File: src/rtl/digit_entry_decoder_pkg.sv
// Shared types and widths for the decimal-entry front end, display path and game controller.
package digit_entry_decoder_pkg;

   localparam int DEFAULT_NUM_DIGITS  = 4;
   localparam int DEFAULT_VALUE_WIDTH = 13;
   localparam logic [3:0] BCD_MAX     = 4'd9;

   typedef enum logic [1:0] {
      ST_IDLE    = 2'd0,
      ST_COLLECT = 2'd1,
      ST_DONE    = 2'd2
   } entry_state_e;

   // Counter must reach NUM_DIGITS inclusive, hence the +1.
   function automatic int count_width(input int num_digits);
      return $clog2(num_digits + 1);
   endfunction

endpackage

File: src/rtl/digit_entry_decoder_if.sv
// Keypad-side bundle: digit/enter/clear strobes in, committed value and per-digit echo out.
interface digit_entry_decoder_if
   import digit_entry_decoder_pkg::*;
#(
   parameter int NUM_DIGITS  = DEFAULT_NUM_DIGITS,
   parameter int VALUE_WIDTH = DEFAULT_VALUE_WIDTH
);
   localparam int CNT_W = count_width(NUM_DIGITS);

   logic [3:0]              digit_in;
   logic                    digit_valid;
   logic                    enter;
   logic                    clear;
   logic [VALUE_WIDTH-1:0]  value;
   logic                    done;
   logic                    overflow;
   logic                    digit_error;
   logic [CNT_W-1:0]        digit_count;
   logic [4*NUM_DIGITS-1:0] echo;

   modport master (
      output digit_in, digit_valid, enter, clear,
      input  value, done, overflow, digit_error, digit_count, echo
   );

   modport slave (
      input  digit_in, digit_valid, enter, clear,
      output value, done, overflow, digit_error, digit_count, echo
   );

endinterface

File: src/rtl/digit_entry_decoder_bcd_mac_x10.sv
// Combinational decimal shift-in step: result = acc*10 + digit, shift-add form.
module bcd_mac_x10 #(
   parameter int W = 14
) (
   input  logic [W-1:0] acc,
   input  logic [3:0]   digit,
   output logic [W-1:0] result
);

   assign result = (acc << 3) + (acc << 1) + W'(digit);

endmodule

File: src/rtl/digit_entry_decoder.sv
// Accumulates MSB-first BCD digits into a saturating binary value with a display echo.
module digit_entry_decoder
   import digit_entry_decoder_pkg::*;
#(
   parameter int NUM_DIGITS  = DEFAULT_NUM_DIGITS,
   parameter int VALUE_WIDTH = DEFAULT_VALUE_WIDTH
) (
   input  logic                 clk,
   input  logic                 rst,
   digit_entry_decoder_if.slave bus
);

   localparam int ACC_W  = VALUE_WIDTH + 1;
   localparam int CNT_W  = count_width(NUM_DIGITS);
   localparam int ECHO_W = 4 * NUM_DIGITS;
   localparam logic [ACC_W-1:0] SAT_LIMIT = ACC_W'((1 << VALUE_WIDTH) - 1);
   localparam logic [CNT_W-1:0] MAX_CNT   = CNT_W'(NUM_DIGITS);

   entry_state_e           state;
   logic [ACC_W-1:0]       acc;
   logic [ACC_W-1:0]       acc_src;
   logic [ACC_W-1:0]       acc_next;
   logic [CNT_W-1:0]       cnt;
   logic [ECHO_W-1:0]      echo;
   logic [VALUE_WIDTH-1:0] value;
   logic                   done;
   logic                   overflow;
   logic                   digit_error;

   // A digit after a commit starts a fresh entry, so the MAC sees zero.
   assign acc_src = (state == ST_DONE) ? '0 : acc;

   bcd_mac_x10 #(.W(ACC_W)) u_mac (
      .acc    (acc_src),
      .digit  (bus.digit_in),
      .result (acc_next)
   );

   always_ff @(posedge clk) begin
      if (rst) begin
         state       <= ST_IDLE;
         acc         <= '0;
         cnt         <= '0;
         echo        <= '0;
         value       <= '0;
         done        <= 1'b0;
         overflow    <= 1'b0;
         digit_error <= 1'b0;
      end else begin
         done        <= 1'b0;
         digit_error <= 1'b0;
         if (bus.clear) begin
            state <= ST_IDLE;
            acc   <= '0;
            cnt   <= '0;
            echo  <= '0;
         end else if (bus.enter) begin
            case (state)
               ST_IDLE: begin
                  value    <= '0;
                  overflow <= 1'b0;
                  done     <= 1'b1;
                  state    <= ST_DONE;
               end
               ST_COLLECT: begin
                  if (acc > SAT_LIMIT) begin
                     value    <= '1;
                     overflow <= 1'b1;
                  end else begin
                     value    <= acc[VALUE_WIDTH-1:0];
                     overflow <= 1'b0;
                  end
                  done  <= 1'b1;
                  state <= ST_DONE;
               end
               default: ;
            endcase
         end else if (bus.digit_valid) begin
            if (bus.digit_in > BCD_MAX) begin
               digit_error <= 1'b1;
            end else if (state == ST_DONE) begin
               acc      <= acc_next;
               cnt      <= CNT_W'(1);
               echo     <= ECHO_W'(bus.digit_in);
               overflow <= 1'b0;
               state    <= ST_COLLECT;
            end else if (cnt < MAX_CNT) begin
               // Full entries drop extra digits silently.
               acc   <= acc_next;
               cnt   <= cnt + CNT_W'(1);
               echo  <= {echo[ECHO_W-5:0], bus.digit_in};
               state <= ST_COLLECT;
            end
         end
      end
   end

   assign bus.value       = value;
   assign bus.done        = done;
   assign bus.overflow    = overflow;
   assign bus.digit_error = digit_error;
   assign bus.digit_count = cnt;
   assign bus.echo        = echo;

endmodule

File: src/flat_wrapper.sv
// flat-port wrapper written by rule: the top's interface ports become plain ports
module digit_entry_decoder_flat import digit_entry_decoder_pkg::*;
#(
   parameter int NUM_DIGITS  = DEFAULT_NUM_DIGITS,
   parameter int VALUE_WIDTH = DEFAULT_VALUE_WIDTH
)
  (clk, rst, bus_digit_in, bus_digit_valid, bus_enter, bus_clear, bus_value, bus_done, bus_overflow, bus_digit_error, bus_digit_count, bus_echo);
  digit_entry_decoder_if #(.NUM_DIGITS(NUM_DIGITS), .VALUE_WIDTH(VALUE_WIDTH)) bus_i ();
  input  logic clk;
  input  logic rst;
  input wire logic [$bits(bus_i.digit_in)-1:0] bus_digit_in;
  input wire logic [$bits(bus_i.digit_valid)-1:0] bus_digit_valid;
  input wire logic [$bits(bus_i.enter)-1:0] bus_enter;
  input wire logic [$bits(bus_i.clear)-1:0] bus_clear;
  output wire logic [$bits(bus_i.value)-1:0] bus_value;
  output wire logic [$bits(bus_i.done)-1:0] bus_done;
  output wire logic [$bits(bus_i.overflow)-1:0] bus_overflow;
  output wire logic [$bits(bus_i.digit_error)-1:0] bus_digit_error;
  output wire logic [$bits(bus_i.digit_count)-1:0] bus_digit_count;
  output wire logic [$bits(bus_i.echo)-1:0] bus_echo;
  assign bus_i.digit_in = bus_digit_in;
  assign bus_i.digit_valid = bus_digit_valid;
  assign bus_i.enter = bus_enter;
  assign bus_i.clear = bus_clear;
  assign bus_value = bus_i.value;
  assign bus_done = bus_i.done;
  assign bus_overflow = bus_i.overflow;
  assign bus_digit_error = bus_i.digit_error;
  assign bus_digit_count = bus_i.digit_count;
  assign bus_echo = bus_i.echo;
  digit_entry_decoder #(.NUM_DIGITS(NUM_DIGITS), .VALUE_WIDTH(VALUE_WIDTH)) u_core (.clk(clk), .rst(rst), .bus(bus_i));
endmodule
File: config.mk
export PLATFORM = sky130hd
export DESIGN_NAME = digit_entry_decoder_flat
export DESIGN_NICKNAME = d
export VERILOG_FILES = /design/src/rtl/digit_entry_decoder_pkg.sv /design/src/rtl/digit_entry_decoder_if.sv /design/src/rtl/digit_entry_decoder_bcd_mac_x10.sv /design/src/rtl/digit_entry_decoder.sv /design/src/flat_wrapper.sv
export SDC_FILE = /design/constraint.sdc
export NUM_CORES = 1
export LEC_CHECK = 0
export ABC_AREA = 1
export CORE_MARGIN = 2
export CORE_UTILIZATION = 50
export DETAILED_ROUTE_END_ITERATION = 10
export PLACE_DENSITY = 0.75
export SLEW_MARGIN = 20
export SYNTH_ARGS = -nofsm -noshare
export SYNTH_HDL_FRONTEND = slang
export SYNTH_HIERARCHICAL = 1
export SYNTH_SLANG_ARGS = --single-unit
File: constraint.sdc
create_clock -name clk -period 7 [get_ports clk]
set_clock_uncertainty 0.1 [all_clocks]
set_input_delay 1.4 -clock clk [delete_from_list [all_inputs] [get_ports clk]]
set_output_delay 1.4 -clock clk [all_outputs]
set_load 0.01 [all_outputs]
## Word level (Yosys, flattened, before mapping)

Index checks and enable logic that the tools add are counted.
W data, S select, Z words.

| cells by class | value |
|---|---|
| $add $sub $neg | 3 |
| multiply operators | 0 |
| div/mod/pow operators | 0 |
| order comparisons | 3 |
| equal/unequal tests | 5 |
| shift operators | 0 |
| mux-type cells | 23 |
| bitwise logic cells | 4 |
| reduce and logical (&&, ||, !) cells | 14 |

Operator list:

| operator | number |
|---|---|
| $mux W16 | 2 |
| $mux W14 | 2 |
| $mux W13 | 2 |
| $pmux W13 S2 | 1 |
| $add A14 B14 Y14 | 1 |
| $add A14 B4 Y14 | 1 |
| $gt A14 B13 Y1 const B | 1 |
| $mux W2 | 6 |
| $reduce_and A4 Y1 | 2 |
| $reduce_bool A2 Y1 | 4 |
| $mux W1 | 7 |
| $mux W3 | 2 |
| $reduce_and A5 Y1 | 1 |
| $gt A4 B4 Y1 const B | 1 |
| $ne A2 B2 Y1 const B | 2 |
| $not A1 Y1 | 4 |
| $reduce_or A2 Y1 | 2 |
| $reduce_or A4 Y1 | 1 |
| $add A3 B1 Y3 const B | 1 |
| $lt A3 B3 Y1 const B | 1 |
| $ne A3 B1 Y1 const B | 1 |
| $reduce_and A3 Y1 | 1 |
| $reduce_bool A3 Y1 | 1 |
| $reduce_or A3 Y1 | 1 |
| 4 further kinds | 4 |

| word-level totals | value |
|---|---|
| register bits | 51 |
| bits in latches | 0 |
| bits in writable memories | 0 |
| bits in read-only memories | 0 |
| bits of input ports | 9 |
| output and inout bits | 35 |
| logic and storage cells | 60 |
| memories kept | 0 |

## Depth between registers and ports, before layout

| depth | value |
|---|---|
| word-level depth | 6 |
| gate-level depth with buffers | 19 |
| depth with buffers taken out | 18 |

## Cells and area by module

The synthesis kept the hierarchy.

Modules (own cells, without submodules):

| module | times used | cells an instance | area each (um2) | seq. area each (um2) |
|---|---|---|---|---|
| digit_entry_decoder | 1 | 274 | 2068.2 | 1021.0 |
| bcd_mac_x10 | 1 | 144 | 843.3 | 0.0 |

## Worst setup path after synthesis

No wires, ideal clock.

| timing path | value |
|---|---|
| path type | input to register |
| from | input port bus_digit_in[3] |
| to | register u_core.acc[10] |
| library setup time | 119 ps |
| arrival time | 2982 ps |
| required time | 6781 ps |
| setup slack | 3798 ps |
| stages on the path | 12 |
| path buffers | 0 |
| path through | inv_1 fa_1 inv_1 fa_1 nand2_1 nand3_1 nand3_1 nand2_1 nand2_1 nand2_1 o21ai_0 a21oi_1 |

| between the ends | value |
|---|---|
| longest elaborated chain between the ends | 3 |
| elaborated cells on any way between the ends | 6 |
| those cells by class | add/sub (1); order compare (1); mux (2); bitwise (1); reduce/logical (1) |

RTL lines:

| element | line | text |
|---|---|---|
| start: declaration | flat_wrapper.sv:11 | `input wire logic [$bits(bus_i.digit_in)-1:0] bus_digit_in;` |
| $add A14 B4 Y14 * | digit_entry_decoder_bcd_mac_x10.sv:10 | `assign result = (acc << 3) + (acc << 1) + W'(digit);` |
| named net u_core.acc_next[10] | digit_entry_decoder.sv:22 | `logic [ACC_W-1:0] acc_next;` |
| $mux W14 | digit_entry_decoder.sv:87 | `end else if (cnt < MAX_CNT) begin` |
| $mux W14 * | digit_entry_decoder.sv:81 | `end else if (state == ST_DONE) begin` |
| end signal: assignment | digit_entry_decoder.sv:82 | `acc <= acc_next;` |
| end signal: assignment | digit_entry_decoder.sv:89 | `acc <= acc_next;` |
| end: declaration | digit_entry_decoder.sv:20 | `logic [ACC_W-1:0] acc;` |

Mark *: on every way through the listed nets, which the timed path passes. The rest lies on a longest branch. The select of a mux whose other input is x is not followed.
A chain may end at the register's enable or synchronous reset.

## Worst setup path in the final report

| timing path | value |
|---|---|
| from | input port rst |
| to | register u_core.state[0] |

| between the ends | value |
|---|---|
| longest elaborated chain between the ends | 1 |

RTL lines:

| element | line | text |
|---|---|---|
| start: declaration | flat_wrapper.sv:10 | `input logic rst;` |
| $reduce_or A2 Y1 (no source line) | - |  |
| end signal: assignment | digit_entry_decoder.sv:41 | `state <= ST_IDLE;` |
| end signal: assignment | digit_entry_decoder.sv:53 | `state <= ST_IDLE;` |
| end signal: assignment | digit_entry_decoder.sv:63 | `state <= ST_DONE;` |
| end: declaration | digit_entry_decoder.sv:19 | `entry_state_e state;` |

No other way between the ends.

==> impl_metrics.yaml <==
global_route:
  grt_util_met3_pct: 3.71
  grt_pass1_wl_um: 11100
  grt_util_met2_pct: 34.2
  grt_util_all_layers_pct: 21.5
  grt_pass1_vias: 2519
  grtUsageMet1_pct: 30.2
  antenna_found_initial: 0
  grt.busiest_layer: "met2"
  grt_max_degree: 60
  grt.overflow.total: 0
floorplanning:
  initial_core_util_pct: 52.2
  io_pins: 44
  num_rows: 27
  die-area_sq_um: 6440
  core_sq_um: 5570
  die_w_um: 80.3
  die_y_um: 80.3
setup_path:
  max_stage_delay_ns: 0.79
  reg2reg_slack_ns: 3.42
  arrival_ns: 3.76
  cp.required_ns: 7.11
  path_cells: "clkdlybuf4s50_1 -> nor2_1 -> inv_1 -> a211oi_2"
  cp_max_fo: 21
  critPathCaptureType: "register"
  start_kind: "primary input"
  crit_slowest_cell: "nor2_1"
  criticalPathCategory: "in2reg"
clock_tree:
  postCtsHoldBufs: 0
  clkTransAtPathRegs_ns: 0.09
  cts_setup_buffers: 0
  clock_latency_ns: 0.30
  ctsLongestPathBuffers: 2
  cts_resized: 0
  clockRootBuffer: "clkbuf_8"
  cts.sinks: 51
  cts_tree: "built"
  ctsHtreeMaxLevel: 2
  cts_buffers: 5
route:
  first_pass_iters: 4
  wl_um: 6430
  routed_via_density: 5.04
  wire_per_inst_um: 12.2
  ant_nets: 0
  route.detailed.drc: 0
  drt_iter0_markers: 95
  vias: 2646
final_layout:
  multi_input_area_sq_um: 1570
  area_delta_synth_final_pct: 18.7
  layout.cells.non_filler: 525
  seq_area_sq_um: 1020
  drive_above_1_share_pct: 4.42
  fin_area_sq_um: 3450
  nNetsFinal: 486
  diodes: 0
  n_fill_cell: 527
hold_path:
  hold_path_class: "reg2reg"
sta:
  drv_slew: 0
  fin_crit_sh_pct: 52.0
  max-slew-margin-rel_pct: 40.6
  layout_min_cycle_time_ns: 3.64
  fmax_mhz: 275
  setup_viol: 0
  fin_setup_tns_ns: 0
  grt_setup_unrepaired: "no"
  worstMarginPinSlew_ns: 0.887
  final-hold-violation-count: 0
power_and_ir_drop:
  finalPower_uw: 566
  p_per_area_nw_per_um2: 164
  p_leak_nw: 1.52
  vdd_drop_max_mv: 0.0906
place:
  place_congestion: 0.859
  numPlacedInstances: 517
  port-buffer-count: 43
  dpl_cell_area_sq_um: 3340
  dp_hpwl_um: 4820
synthesis:
  synth_cells: 417
  syn_area_per_cell_sq_um: 6.97
  yosysWarnings: 6
  synth_nets: 451
  synth_area_sq_um: 2910
job:
  drv_cap: 0
outcome:
  status: "finished clean"
## per-layer routing
layer | wire length (um) | vias to the layer above
li1 | - | 1403
met5 | 0 | -
met3 | 244 | 2
met4 | 27 | 0
met1 | 3280 | 1177
met2 | 2870 | 64
## critical path, delay by kind of cell
family | cells | cell delay (ns)
buffers and inverters | 2 | 1.24
AND/OR/NAND/NOR | 1 | 0.79
AO/OA/AOI/OAI | 1 | 0.32
## through the flow
step	hold WS, ns	util, %	worst slack [ns]
after CTS	0.371	61.9	3.35
after floorplan	0.341	-	3.80
after global routing	0.397	61.9	3.17
after detailed placement	0.358	59.9	3.03
final	0.367	61.9	3.36
after global placement	0.351	59.9	3.14
## registers in the layout, indices dropped and copies added, names as in the netlist
name                    count
u_core/bus.done             1
u_core/bus.echo            16
u_core/acc                 14
u_core/bus.digit_count      3
u_core/state                2
u_core/bus.value           13
u_core/bus.digit_error      1
u_core/bus.overflow         1
## final cells by class
cell class	count	share of cell area (%)
clock buffers	5	1.99
repair buffers	43	12.5
clock inverters	3	1.27
multi-input cells	291	45.5
well taps	72	2.61
flip-flops and latches	51	29.6
inverters	60	6.53
## cells in the final DEF, fill, tap and decap left out
cell / instances
nand2_1: 102
inv_1: 58
dfxtp_1: 51
nor2_1: 46
clkdlybuf4s50_1: 43
a21oi_1: 32
o21ai_0: 27
ha_1: 23
nand3_1: 20
a31oi_1: 9
clkbuf_8: 5
xor2_1: 5
nor2_2: 3
a211oi_1: 3
nand4_1: 3
nand2_2: 2
clkinv_1: 2
or2_2: 2
nor3_1: 2
nand3_2: 2
o21a_1: 2
fa_1: 2
clkinv_4: 1
clkinv_2: 1
bufinv_16: 1
o21ai_2: 1
nand3_4: 1
o211ai_1: 1
a211oi_2: 1
nand3b_1: 1
xnor2_1: 1
## final timing paths
check | cells after the start | to | start
hold / removal | 2 | u_core/bus.value[12] | u_core/bus.value[12]
setup / recovery | 4 | u_core/state[0] | rst
setup reg to reg | 15 | u_core/acc[10] | u_core/state[1]
hold reg to reg | 2 | u_core/bus.value[12] | u_core/bus.value[12]
## report_power, final
part	switching (mW)	internal [mW]
registers	0.00384	0.296
clock network	0.0970	0.107
logic	0.0396	0.0236
(Power assumes the default switching activity.)
==> RTL change 1, RTL diff (config.mk and constraints unchanged) <==
The 3 states of `entry_state_e` get a one-hot encoding in 3 bits.
--- a/src/rtl/digit_entry_decoder_pkg.sv
+++ b/src/rtl/digit_entry_decoder_pkg.sv
@@ -5,10 +5,10 @@
    localparam int DEFAULT_VALUE_WIDTH = 13;
    localparam logic [3:0] BCD_MAX     = 4'd9;
 
-   typedef enum logic [1:0] {
-      ST_IDLE    = 2'd0,
-      ST_COLLECT = 2'd1,
-      ST_DONE    = 2'd2
+   typedef enum logic [2:0] {
+      ST_IDLE    = 3'b001,
+      ST_COLLECT = 3'b010,
+      ST_DONE    = 3'b100
    } entry_state_e;
 
    // Counter must reach NUM_DIGITS inclusive, hence the +1.
Check against the original RTL: no difference found for any inputs over 4 cycles, from zero or initial values and one cycle with rst high; so few cycles prove little.
==> RTL change 1 against the unedited design <==
- count of clock-buffer cells in the layout unchanged
- power increased by 0.77%
- synthesized cell count rose by 2.4%
- sequential cell count rose by 1
- register-to-register slack improved by 0.47 ns
- final area is 1.5% higher
- worst setup slack got worse by 0.049 ns
- critical path depth rose by 9
- worst hold slack worse by 0.019 ns
- wire length is 3.4% lower
- global-route usage decreased by 2.2 points
- area after synthesis up 3.5%
- critical path type unchanged
- critical endpoint is now u_core/acc[10]
==> RTL change 1: results (changes against the unedited design) <==
setup_path:
  cp-startpoint: "bus_digit_in[3]"
  rr_startpoint: "u_core/state[0]"
  cp.arrival_ns: 3.78  # +0.02 ns
  critPathMaxFanout: 5  # -76%
yosys:
  syn_nets: 461  # +2.2%
  yosysWarningCount: 6  # unchanged
cts:
  clk_latency_ns: 0.31
  htreeDepth: 2  # unchanged
  cts.reportedPaths.clkPinSlew_ns: 0.10
  root_buffer: "clkbuf_8"
  cts_resized: 0  # unchanged
  cts_made_buffers: 5  # unchanged
  post_cts_buffers: 0  # unchanged
  cts_buffer_depth: 2  # unchanged
timing:
  worst_slew_pin_slew_ns: 0.7826  # -0.1046 ns
finish:
  nets: 492  # +1.2%
  fill_cells: 555  # +5.3%
  reg_top3: "u_core/bus.echo x16, u_core/acc x14, u_core/bus.value x13"
  drive_above_1_share: 0.04357  # -0.0005771
  num_antenna_cells: 0  # unchanged
power_and_ir_drop:
  p_leak_nw: 1.572  # +3.3%
  p_int_w: 0.0004142  # -2.7%
  vdd_drop_max_mv: 0.1022  # +13%
routing:
  drt-initial-drc-count: 140  # +47%
  wl_per_cell_um: 11.63  # -5.0%
  dr.pass1.iters: 4  # unchanged
  drt-vias-per-instance: 5.024  # -0.31%
global_route:
  grt_pass1_vias: 2346  # -6.9%
  antenna_found_initial: 0  # unchanged
  grt_max_degree: 50  # -17%
  grt_pass1_wl_mm: 10.24  # -7.9%
  grtUsageTotal: 0.1920  # -0.02247
run_status:
  status: "completed"
placed_design:
  place.port_buffers: 43  # unchanged
  dp_hpwl_mm: 4.766  # -1.1%
  place.gp.congestion: 0.9481  # +10%
worst_hold_path:
  hold_class: "flop to flop"
  min-delay-start: "u_core/bus.value[4]"
## RTL change 1: final timing paths
kind                         end  slack, ns  cells after the start
max reg2reg       u_core/acc[10]       3.89                     16
min          u_core/bus.value[4]       0.35                      2
max               u_core/acc[10]       3.31                     13
min reg2reg  u_core/bus.value[4]       0.35                      2
## RTL change 1: final cells by class
class,count,area share
inverters,65,0.06964
well taps,75,0.02679
clock inverters,3,0.006071
repair buffers,43,0.1229
clock buffers,5,0.01964
flip-flops and latches,52,0.2971
multi-input cells,291,0.4579
## RTL change 1: per-stage QoR
stage          setup WS [ns]  total power, W  area, um^2  hold WS, ns  cells
6_report               3.309       0.0005706        3503       0.3481    534
5_1_grt                3.086       0.0005955        3503       0.3694    534
4_1_cts                3.320       0.0005743        3503       0.3531    534
3_5_place_dp           2.987       0.0004039        3413       0.3378    526
3_3_place_gp           3.040       0.0004026        3413       0.3339    526
2_1_floorplan          3.798       0.0003757        3009       0.3494    427
## RTL change 1: critical path, stage by stage
cell             delay [ns]
clkdlybuf4s50_1        0.62
inv_1                  0.10
fa_1                   0.49
inv_1                  0.07
fa_1                   0.49
nand2_1                0.08
nand3_1                0.08
nand3_1                0.10
nand2_1                0.06
nand2_1                0.05
nand2_1                0.04
o21ai_0                0.15
a21oi_1                0.06
## RTL change 1: power groups by stage
stage	clock network, W	logic (W)	registers, W
2_1_floorplan	0	0.0000529	0.000323
3_3_place_gp	0	0.0000834	0.000319
3_5_place_dp	0	0.0000844	0.000320
4_1_cts	0.000177	0.0000847	0.000313
5_1_grt	0.000186	0.0000953	0.000314
6_report	0.000174	0.0000845	0.000313
## RTL change 1: routing by layer
metal,vias up,global-route usage,part of all wire
li1,1444,-,-
met1,1173,0.2488,0.49
met2,62,0.3311,0.46
met3,4,0.04176,0.044
met4,0,0.03667,0.0034
met5,-,0,0
==> RTL change 2, RTL diff (same flow settings) <==
Made on the original files. The package constant `DEFAULT_VALUE_WIDTH` goes from 13 to 11.
--- a/src/rtl/digit_entry_decoder_pkg.sv
+++ b/src/rtl/digit_entry_decoder_pkg.sv
@@ -2,7 +2,7 @@
 package digit_entry_decoder_pkg;
 
    localparam int DEFAULT_NUM_DIGITS  = 4;
-   localparam int DEFAULT_VALUE_WIDTH = 13;
+   localparam int DEFAULT_VALUE_WIDTH = 11;
    localparam logic [3:0] BCD_MAX     = 4'd9;
 
    typedef enum logic [1:0] {
Ports: changed (resized bus_value); port bits go from 44 to 42. No check against the original RTL was run, so the function may have changed too.
==> RTL change 2 against the unedited design <==
- wire length down 12%
- worst setup slack better by 0.070 ns
- worst hold slack got worse by 0.00060 ns
- area after synthesis shrank 7.2%
- core utilization increased by 0.26 points
- die area fell by 6.9%
- critical path type unchanged
- via count down 8.7%
- sequential share of layout area down 0.33 points
- power down 6.7%
- sequential cell count is 4 lower
- final area fell by 6.8%
- count of clock-buffer cells in the layout stayed put
- largest power group unchanged
==> RTL change 2: results (changes against the unedited design) <==
global_route:
  grt_pass1_vias: 2194  # -13%
  grtUsageTotal: 0.2080  # -0.006470
  antenna_found_initial: 0  # unchanged
  grt_pass1_wl_mm: 10.25  # -7.8%
  grt_max_degree: 41  # -32%
setup_path:
  cp_slowest_stage_delay_ns: 0.68  # -0.11 ns
  cp.arrival_ns: 3.72  # -0.04 ns
  critical_path_class: "input pin to flop"
  crit_family: "buffers and inverters"
  critPathMaxFanout: 40  # +90%
  critical-path-slowest-cell: "nand3_2"
placed_design:
  place.port_buffers: 41  # -4.7%
  dpl.cell_count: 487  # -5.8%
  dp_hpwl_mm: 4.181  # -13%
  place.gp.congestion: 0.8654  # +0.75%
cts:
  cts_buffer_depth: 2  # unchanged
  htreeDepth: 2  # unchanged
  cts_made_buffers: 5  # unchanged
  cts_resized: 0  # unchanged
  post_cts_buffers: 0  # unchanged
  root_buffer: "clkbuf_8"
  cts.reportedPaths.clkPinSlew_ns: 0.09  # about the same
  clk_latency_ns: 0.30  # about the same
routing:
  drt-initial-drc-count: 134  # +41%
  drt-vias-per-instance: 4.883  # -3.1%
  wl_per_cell_um: 11.40  # -6.9%
  dr.pass1.iters: 4  # unchanged
  vias: 2417  # -8.7%
power_and_ir_drop:
  p_leak_nw: 1.379  # -9.4%
  vdd_drop_max_mv: 0.1373  # +52%
  p_int_w: 0.0003964  # -6.9%
finish:
  nets: 454  # -6.6%
  num_antenna_cells: 0  # unchanged
  reg_top3: "u_core/bus.echo x16, u_core/acc x12, u_core/bus.value x11"
  drive_above_1_share: 0.09412  # +0.04997
worst_hold_path:
  hold_class: "flop to flop"
yosys:
  syn_nets: 421  # -6.7%
  yosysWarningCount: 6  # unchanged
  syn_inst: 391  # -6.2%
run_status:
  status: "completed"
timing:
  slew_headroom: 0.4434  # +0.03708
  finalHoldViolCount: 0  # unchanged
RTL change 2: final timing paths:
kind,start,end,slack (ns),depth (start not counted)
worst min register to register,u_core/bus.value[1],u_core/bus.value[1],0.37,2
worst min-delay path,u_core/bus.value[1],u_core/bus.value[1],0.37,2
worst max-delay path,bus_digit_in[1],u_core/acc[9],3.43,6
worst max register to register,u_core/state[1],u_core/acc[10],4.04,13
RTL change 2: layout make-up:
type | count | area [um^2]
tap | 70 | 87.58
fill | 475 | 1957
sequential | 47 | 940.9
clock buffer | 5 | 68.82
timing repair buffer | 42 | 417.9
multi-input combinational | 266 | 1421
inverter | 62 | 232.7
clock inverter | 3 | 46.29
RTL change 2: power by group through the flow:
stage	sequential (W)	combinational [W]	clock, W
2_1_floorplan	0.000280	0.0000334	0
6_report	0.000273	0.0000483	0.000207
5_1_grt	0.000274	0.0000543	0.000223
4_1_cts	0.000273	0.0000485	0.000209
3_5_place_dp	0.000279	0.0000482	0
3_3_place_gp	0.000279	0.0000476	0
RTL change 2: through the flow:
stage	area (um^2)	worst slack, ns	total power, W
after floorplan	2698	3.881	0.0003136
after global placement	3100	3.113	0.0003269
after global routing	3216	3.135	0.0005513
final	3216	3.428	0.0005281
after CTS	3216	3.423	0.0005307
after detailed placement	3100	3.103	0.0003275
RTL change 2: routing by layer:
| metal | vias up | wire (um) | global-route usage |
|---|---|---|---|
| li1 | 1279 | - | - |
| met3 | 7 | 192 | 0.03488 |
| met1 | 1082 | 2696 | 0.2796 |
| met2 | 49 | 2680 | 0.3391 |
| met5 | - | 0 | 0 |
| met4 | 0 | 76 | 0.06964 |
RTL change 2: worst reg2reg max path, stage by stage (launching register included):
cell	delay, ns
dfxtp_1	0.45
nand2_4	0.10
inv_2	0.35
nor2_1	0.14
inv_1	0.10
fa_1	0.46
fa_1	0.50
o21ai_2	0.24
nand2_1	0.10
nand2_1	0.07
nand2_1	0.04
nand2_1	0.06
nand2_1	0.07
a21oi_2	0.13
